--- config.mk ---
export PLATFORM = sky130hd
export DESIGN_NAME = reg_file_shadow
export DESIGN_NICKNAME = d
export VERILOG_FILES = /design/src/rtl/reg_file_shadow.sv
export SDC_FILE = /design/constraint.sdc
export NUM_CORES = 2
export LEC_CHECK = 0
export ABC_CLOCK_PERIOD_IN_PS = 12400
export CORE_MARGIN = 2
export CORE_UTILIZATION = 60
export DETAILED_ROUTE_END_ITERATION = 10
export PLACE_DENSITY = 0.85
export SLEW_MARGIN = 20
export SYNTH_ARGS = -nofsm -noshare
export SYNTH_HDL_FRONTEND = slang
export SYNTH_SLANG_ARGS = --single-unit
--- constraint.sdc ---
create_clock -name clk -period 12.4 [get_ports clk]
set_clock_uncertainty 0.05 [all_clocks]
set_input_delay 2.48 -clock clk [delete_from_list [all_inputs] [get_ports clk]]
set_output_delay 2.48 -clock clk [all_outputs]
set_load 0.05 [all_outputs]
--- src/rtl/reg_file_shadow.sv ---
// Register file with a LIFO shadow stack of full-file snapshots.
// Ports: clk/Reset, RegR1/RegR2 reads, RegW1 (CR) and RegW2 writes,
// backup/restore stack ops, depth/full/empty status, sticky error flags.
module reg_file_shadow #(
  parameter int DW      = 16,
  parameter int NREGS   = 16,
  parameter int AW      = 4,
  parameter int CR_IDX  = 1,
  parameter int DEPTH   = 4,
  parameter int R0_ZERO = 1,
  localparam int DPW    = $clog2(DEPTH + 1)
) (
  input  logic           clk,
  input  logic           Reset,
  input  logic           RegR1,
  input  logic           RegR2,
  input  logic           RegW1,
  input  logic           RegW2,
  input  logic           backup,
  input  logic           restore,
  input  logic [AW-1:0]  raddr1,
  input  logic [AW-1:0]  raddr2,
  input  logic [AW-1:0]  waddr2,
  input  logic [DW-1:0]  wdata1,
  input  logic [DW-1:0]  wdata2,
  output logic [DW-1:0]  rdata1,
  output logic [DW-1:0]  rdata2,
  output logic [DW-1:0]  cr_out,
  output logic [DPW-1:0] depth,
  output logic           full,
  output logic           empty,
  output logic           overflow,
  output logic           underflow,
  output logic           proto_err
);

  logic [DW-1:0] regs  [NREGS];
  logic [DW-1:0] stack [DEPTH][NREGS];
  // Full address space view; slots past NREGS read as zero.
  logic [DW-1:0] rview [2**AW];
  logic          push;
  logic          pop;

  assign full   = (depth == DPW'(DEPTH));
  assign empty  = (depth == '0);
  assign cr_out = regs[CR_IDX];
  assign push   = backup && !restore && !full;
  assign pop    = restore && !backup && !empty;

  always_comb begin
    for (int i = 0; i < 2**AW; i++)
      rview[i] = '0;
    for (int i = 0; i < NREGS; i++)
      rview[i] = regs[i];
    if (R0_ZERO != 0)
      rview[0] = '0;
  end

  always_ff @(posedge clk) begin
    if (Reset) begin
      for (int i = 0; i < NREGS; i++)
        regs[i] <= '0;
      for (int s = 0; s < DEPTH; s++)
        for (int i = 0; i < NREGS; i++)
          stack[s][i] <= '0;
      rdata1    <= '0;
      rdata2    <= '0;
      depth     <= '0;
      overflow  <= 1'b0;
      underflow <= 1'b0;
      proto_err <= 1'b0;
    end else begin
      if (RegR1)
        rdata1 <= rview[raddr1];
      if (RegR2)
        rdata2 <= rview[raddr2];

      // A pop replaces the whole file, so it drops same-cycle writes.
      for (int i = 0; i < NREGS; i++) begin
        if (pop) begin
          for (int s = 0; s < DEPTH; s++)
            if (depth == DPW'(s + 1))
              regs[i] <= stack[s][i];
        end else begin
          if (RegW2 && waddr2 == AW'(i))
            regs[i] <= wdata2;
          // Later assignment: the CR port wins a same-target collision.
          if (RegW1 && i == CR_IDX)
            regs[i] <= wdata1;
        end
        if (R0_ZERO != 0 && i == 0)
          regs[i] <= '0;
      end

      // Snapshot takes the pre-edge (pre-write) register values.
      for (int s = 0; s < DEPTH; s++)
        if (push && depth == DPW'(s))
          for (int i = 0; i < NREGS; i++)
            stack[s][i] <= regs[i];

      unique case (1'b1)
        push:    depth <= depth + 1'b1;
        pop:     depth <= depth - 1'b1;
        default: ;
      endcase

      overflow  <= overflow  | (backup && !restore && full);
      underflow <= underflow | (restore && !backup && empty);
      proto_err <= proto_err | (backup && restore);
    end
  end

endmodule

======== After elaboration in Yosys (flattened, before gate mapping) ========
Memory sizes are Yosys's and may differ from the RTL's.
Cells that the tools add are included.
word-level totals
  flip-flop bits (word level) ............. 38
  bits in writable memories ............... 1,280
  output and inout port bits .............. 56
  word-level logic and storage cells ...... 468
  memories ................................ 2
cells by class
  add/subtract/negate cells ............... 2
  $lt $le $gt $ge ......................... 2
  eq/ne operators ......................... 19
  multiplexer cells ....................... 252
  bitwise operators ....................... 151
  reduce and logical (&&, ||, !) cells .... 34
memories
  name   words  bits a word  rd ports  clocked after Yosys merged registers in  write ports  RTL line  source
  stack  4      256          4         0                                        4            38        logic [DW-1:0] stack [DEPTH][NREGS];
  regs   16     16           16        0                                        16           37        logic [DW-1:0] regs [NREGS];
operators by type and width
  cell                   count
  $mux W16               150
  $or A1 B1 Y1           149
  $bmux W16 S4           2
  $mux W1                99
  $eq A4 B4 Y1 const B   8
  $logic_and A1 B1 Y1    27
  $eq A4 B3 Y1 const B   4
  $ge A5 B5 Y1 const B   2
  $not A4 Y5             2
  $eq A4 B2 Y1 const B   2
  $eq A3 B2 Y1 const B   2
  $pmux W3 S2            1
  $eq A4 B1 Y1 const B   1
  $logic_not A1 Y1       4
  $logic_not A4 Y1       1
  $add A3 B1 Y3 const B  1
  $eq A3 B1 Y1 const B   1
  $eq A3 B3 Y1 const B   1
  $logic_not A3 Y1       1
  $sub A3 B1 Y3 const B  1
  $reduce_bool A2 Y1     1

======== Logic depth before layout (Yosys ltp) ========
  word-level depth ........................ 12
  mapped depth ............................ 11
  depth with buffers taken out ............ 8

======== Least setup slack after synthesis ========
No wires, ideal clock.
  path kind ............................... input to register
  start ................................... input Reset
  end ..................................... memory stack[2][0] (netlist bit), enable pin
  arrival time ............................ 8.959 ns
  setup slack ............................. 2.747 ns
  cell stages on the path ................. 4
  path buffers ............................ 3
  cells stage by stage .................... buf_2 -> clkbuf_1 -> clkbuf_1 -> nand2b_1
RTL lines
  what             RTL line  source
  start, declared  14        input logic Reset,
  end, declared    38

==> results.txt <==
The number of buffers created by CTS came out at 117. In the final layout, the multi-input gates occupy 17900 um2. The floorplan step defined a die boundary enclosing 95900 um2. STA classifies the critical path endpoint as a register. In the layout the commonest cells are sky130_fd_sc_hd__edfxtp_1, sky130_fd_sc_hd__and2_1, sky130_fd_sc_hd__nand2_1. After synthesis, the largest family of logic cells by area is simple AND/OR/NAND/NOR gates. The count of pins over their slew limit came out at 0.

The tree is rooted in a sky130_fd_sc_hd__clkbuf_16. The number of diodes added for antenna fixing is 0. The run finished with clean final reports. Of all cell types, the one taking the most synthesized area is sky130_fd_sc_hd__edfxtp_1.

Summed over all nets, the half-perimeter wirelength after detailed placement is 88600 um. At the worst endpoint, the arrival time is 7.32 ns. In this run the count of I/O pins placed on the die edge is 108. The via count of the first global-routing pass is 38100. The share of total power in sequential cells is 53.0%. Summed over all layers, the global routing overflow is 0. The worst hold slack across all endpoints is 0.424 ns.

The completed layout was analyzed and its total power is 9.50 mW. The count of synthesis-stage warnings from yosys is 0. The floorplan row count came out at about 110. VDD sags by at most 0.112 mV.

The weighted congestion reported at the end of routability-driven placement came out at roughly 0.9. Summing every instance area after synthesis gives roughly 56000 um2. The synthesized instance count came out at 4186.

The critical path data required time is 12.86 ns. The cell leakage power came out at between 20 and 25 nW. The power share of the combinational group is 8.3%. From bottom edge to top edge, the die measures 310 um. The total via count after detailed routing came out at 38700. The starting density of the core came out at just over 60%. The number of enable-type register cells in the synthesized netlist is between 1000 and 1500. The synthesized netlist devotes 12.5% of its cell area to compound gates. In the routed design, unresolved DRC markers number 0. The final antenna-violating net count came out at 0.

The fraction of synthesis flops using an asynchronous set or reset pin is 0%. In the final routed layout, each cell accounts on average for 30.4 um. The met3 wire length came out at around 29000 um.

The buffer count from post-CTS setup fixing is 0. The number of antenna violations at the first check in global routing is 7. The clock-pin transition on the worst setup and hold timing paths is 0.06 ns. The count of buffers inserted at the top-level ports is 107. The worst pin sits at a relative slew slack of 6.66%. The floorplan step set the die width to just over 300 um. The largest fanout of any net on the critical path is 67. The synthesized-area fraction occupied by xor and xnor cells is 0.0156%. The prevailing post-synth register cell is sky130_fd_sc_hd__edfxtp_1.

The power density relative to cell area came out at approximately 150 nW/um2. The total global routing track utilization came out at 34.5%. The average size of a mapped cell is around 13 um2. Counting flops and latches in the post-synthesis netlist gives 1238. The first routing iteration left 6350 violations. The post-route netlist has 11.2% of its cells at a drive strength greater than 1.

The area of placed instances came out at 58000 um2. The max-capacitance violation count is 0. Setup repair after global routing left no endpoint under its margin. The post-route fraction of the period consumed by the critical path is 55.3%. Counting the fill cells in the layout gives 5999. For the worst-skew pair, the clock arrives at the later sink with an insertion delay of 0.71 ns. The proportion of synthesized chip area in sequential cells came out at 65.6%. The first global-routing pass estimated ~240000 um of wire. The number of hold-slack violations in the final timing report is 0.

The top cell type's share of synthesized area is between 60 and 70%. The category of the worst setup path launch point is an input port. The maximum clock rate is 0.146 GHz. The clock tree buffer depth came out at 3. Leaving out fill and tap cells, the most frequent cell in the layout is sky130_fd_sc_hd__edfxtp_1.

The clock network accounts for 38.7% of the total power. The area added between synthesis and finish is 10.5%. The post-route cell area came out at 61900 um2.

The tightest min-delay check is of the register to register type. The distinct cell type count after synthesis is 63. The via density per instance came out at 7.06.

The fraction of power spent switching nets came out at 24.1%. The first-pass iteration count of the detailed router came out at 6. The type of the worst setup path is input port to register. After detailed routing, no signal wire sits above met5. For the pin with the worst max-slew slack, the measured transition is approximately 1.4 ns.

The area share of and/or/nand/nor cells after synthesis is around 13%. The count of H-tree levels built during CTS came out at 3. Summing the areas of all fa, ha and maj instances in the mapped netlist gives 0.134% of the synthesized area. The pin count of the biggest net entering global routing is around 240.

The count of cells along the worst hold path is 2. The number of gates resized after cts is 0. The register area is roughly 37000 um2. The final layout contains routed wiring with a total length of 167000 um.

The clock tree from TritonCTS is built. The sum of negative setup slack is 0 ns. The internal power contribution is 7.21 mW. The number of hold buffers added after CTS is 0. The clock period could shrink to 6.86 ns. The net count of the mapped netlist is 4244. The total of endpoints with negative setup slack in the final report is 0. The number of nets in the finished design is 4189. The routed wire length on met2 came out at approximately 73000 um.

In the final routing, the length of wire on met1 measures 54500 um. The analysis attributes to net switching a power of 2.29 mW. The portion of synthesized area spent on multiplexers is under 10%. By area the synthesized netlist is led by sky130_fd_sc_hd__edfxtp_1, sky130_fd_sc_hd__and2_1, sky130_fd_sc_hd__mux2i_1. The clock net sink count came out at 1238. The number of cell instances on the worst register-to-register path is 9. In this run the standard cell core region covers 92900 um2.
[through the flow]
| stage | instances | utilization (%) | setup WS (ns) |
|---|---|---|---|
| after floorplan | 4186 | - | 2.75 |
| after global placement | 5265 | 62.4 | 5.19 |
| after detailed placement | 5265 | 62.4 | 5.03 |
| after CTS | 5483 | 66.6 | 5.72 |
| after global routing | 5484 | 66.7 | 5.48 |
| final | 5484 | 66.7 | 5.54 |
[worst max-delay path, stage by stage]
cell and delay, ns:
sky130_fd_sc_hd__clkdlybuf4s50_1 0.65, sky130_fd_sc_hd__nor3b_2 0.64, sky130_fd_sc_hd__nand3_4 0.88, sky130_fd_sc_hd__nor2_4 0.92
sky130_fd_sc_hd__buf_4 0.48, sky130_fd_sc_hd__buf_4 0.74, sky130_fd_sc_hd__o21ai_0 0.28, sky130_fd_sc_hd__o211ai_2 0.14
[cell type report]
type / count / area share, %
clock inverter: 69 / 1.24
timing repair buffer: 192 / 2.86
sequential: 1238 / 59.4
multi-input combinational: 2574 / 28.9
tap: 1254 / 2.53
inverter: 8 / 0.0485
clock buffer: 149 / 5.04
[path summary, 6_finish.rpt]
| kind | slack, ns | from | to |
|---|---|---|---|
| worst max-delay path | 5.54 | restore | regs[0][45]$_SDFFCE_PN0P_ |
| worst min-delay path | 0.42 | proto_err$_SDFF_PP0_ | proto_err$_SDFF_PP0_ |
| worst max register to register | 7.19 | depth[1]$_SDFFE_PP0P_ | regs[0][45]$_SDFFCE_PN0P_ |
| worst min register to register | 0.42 | proto_err$_SDFF_PP0_ | proto_err$_SDFF_PP0_ |
[Yosys cell counts, drive strengths merged, types with 6 or more instances]
cell     count
edfxtp    1200
and2       724
nand2      323
clkbuf     284
nor2       193
mux2i      186
o21ai      154
a21oi      134
a22oi      131
o211ai     120
a311oi     101
a21o        97
buf         82
mux4        46
a221oi      45
mux2        45
a211oi      39
o22ai       39
dfxtp       38
nand2b      23
nor3        21
nor4        19
nor2b       17
a32o        16
o2bb2ai     16
a211o       14
a22o        10
a221o        9
inv          8
a2111oi      7
a32oi        6
ha           6
nand3        6
[metal layers]
metal | GRT usage, % | vias to the layer above
met3 | 12.2 | 648
met2 | 51.0 | 3560
met1 | 44.5 | 18800
met4 | 19.7 | 10
li1 | - | 15700
met5 | 0 | -
[registers in the layout, indices dropped and copies added, names as in the netlist]
| name | flops |
|---|---|
| stack | 960 |
| depth | 3 |
| proto_err | 1 |
| underflow | 1 |
| regs | 240 |
| rdata2 | 16 |
| rdata1 | 16 |
| overflow | 1 |
[power by group through the flow]
stage / logic [mW] / registers [mW] / clock network, mW
6_report: 0.785 / 5.04 / 3.68
3_3_place_gp: 0.735 / 5.09 / 0
3_5_place_dp: 0.755 / 5.11 / 0
5_1_grt: 0.810 / 5.05 / 3.83
4_1_cts: 0.761 / 5.02 / 3.66
2_1_floorplan: 0.439 / 5.11 / 0
[cells by family (layout without fill, tap and decap cells)]
family          after synthesis  in the layout
xor+xnor                      1              1
simple gates               1349           1349
buf+inv                     374            418
compound gates              941            941
mux                         277            277
fa+ha+maj                     6              6
flops                      1238           1238
(Power assumes the default switching activity.)
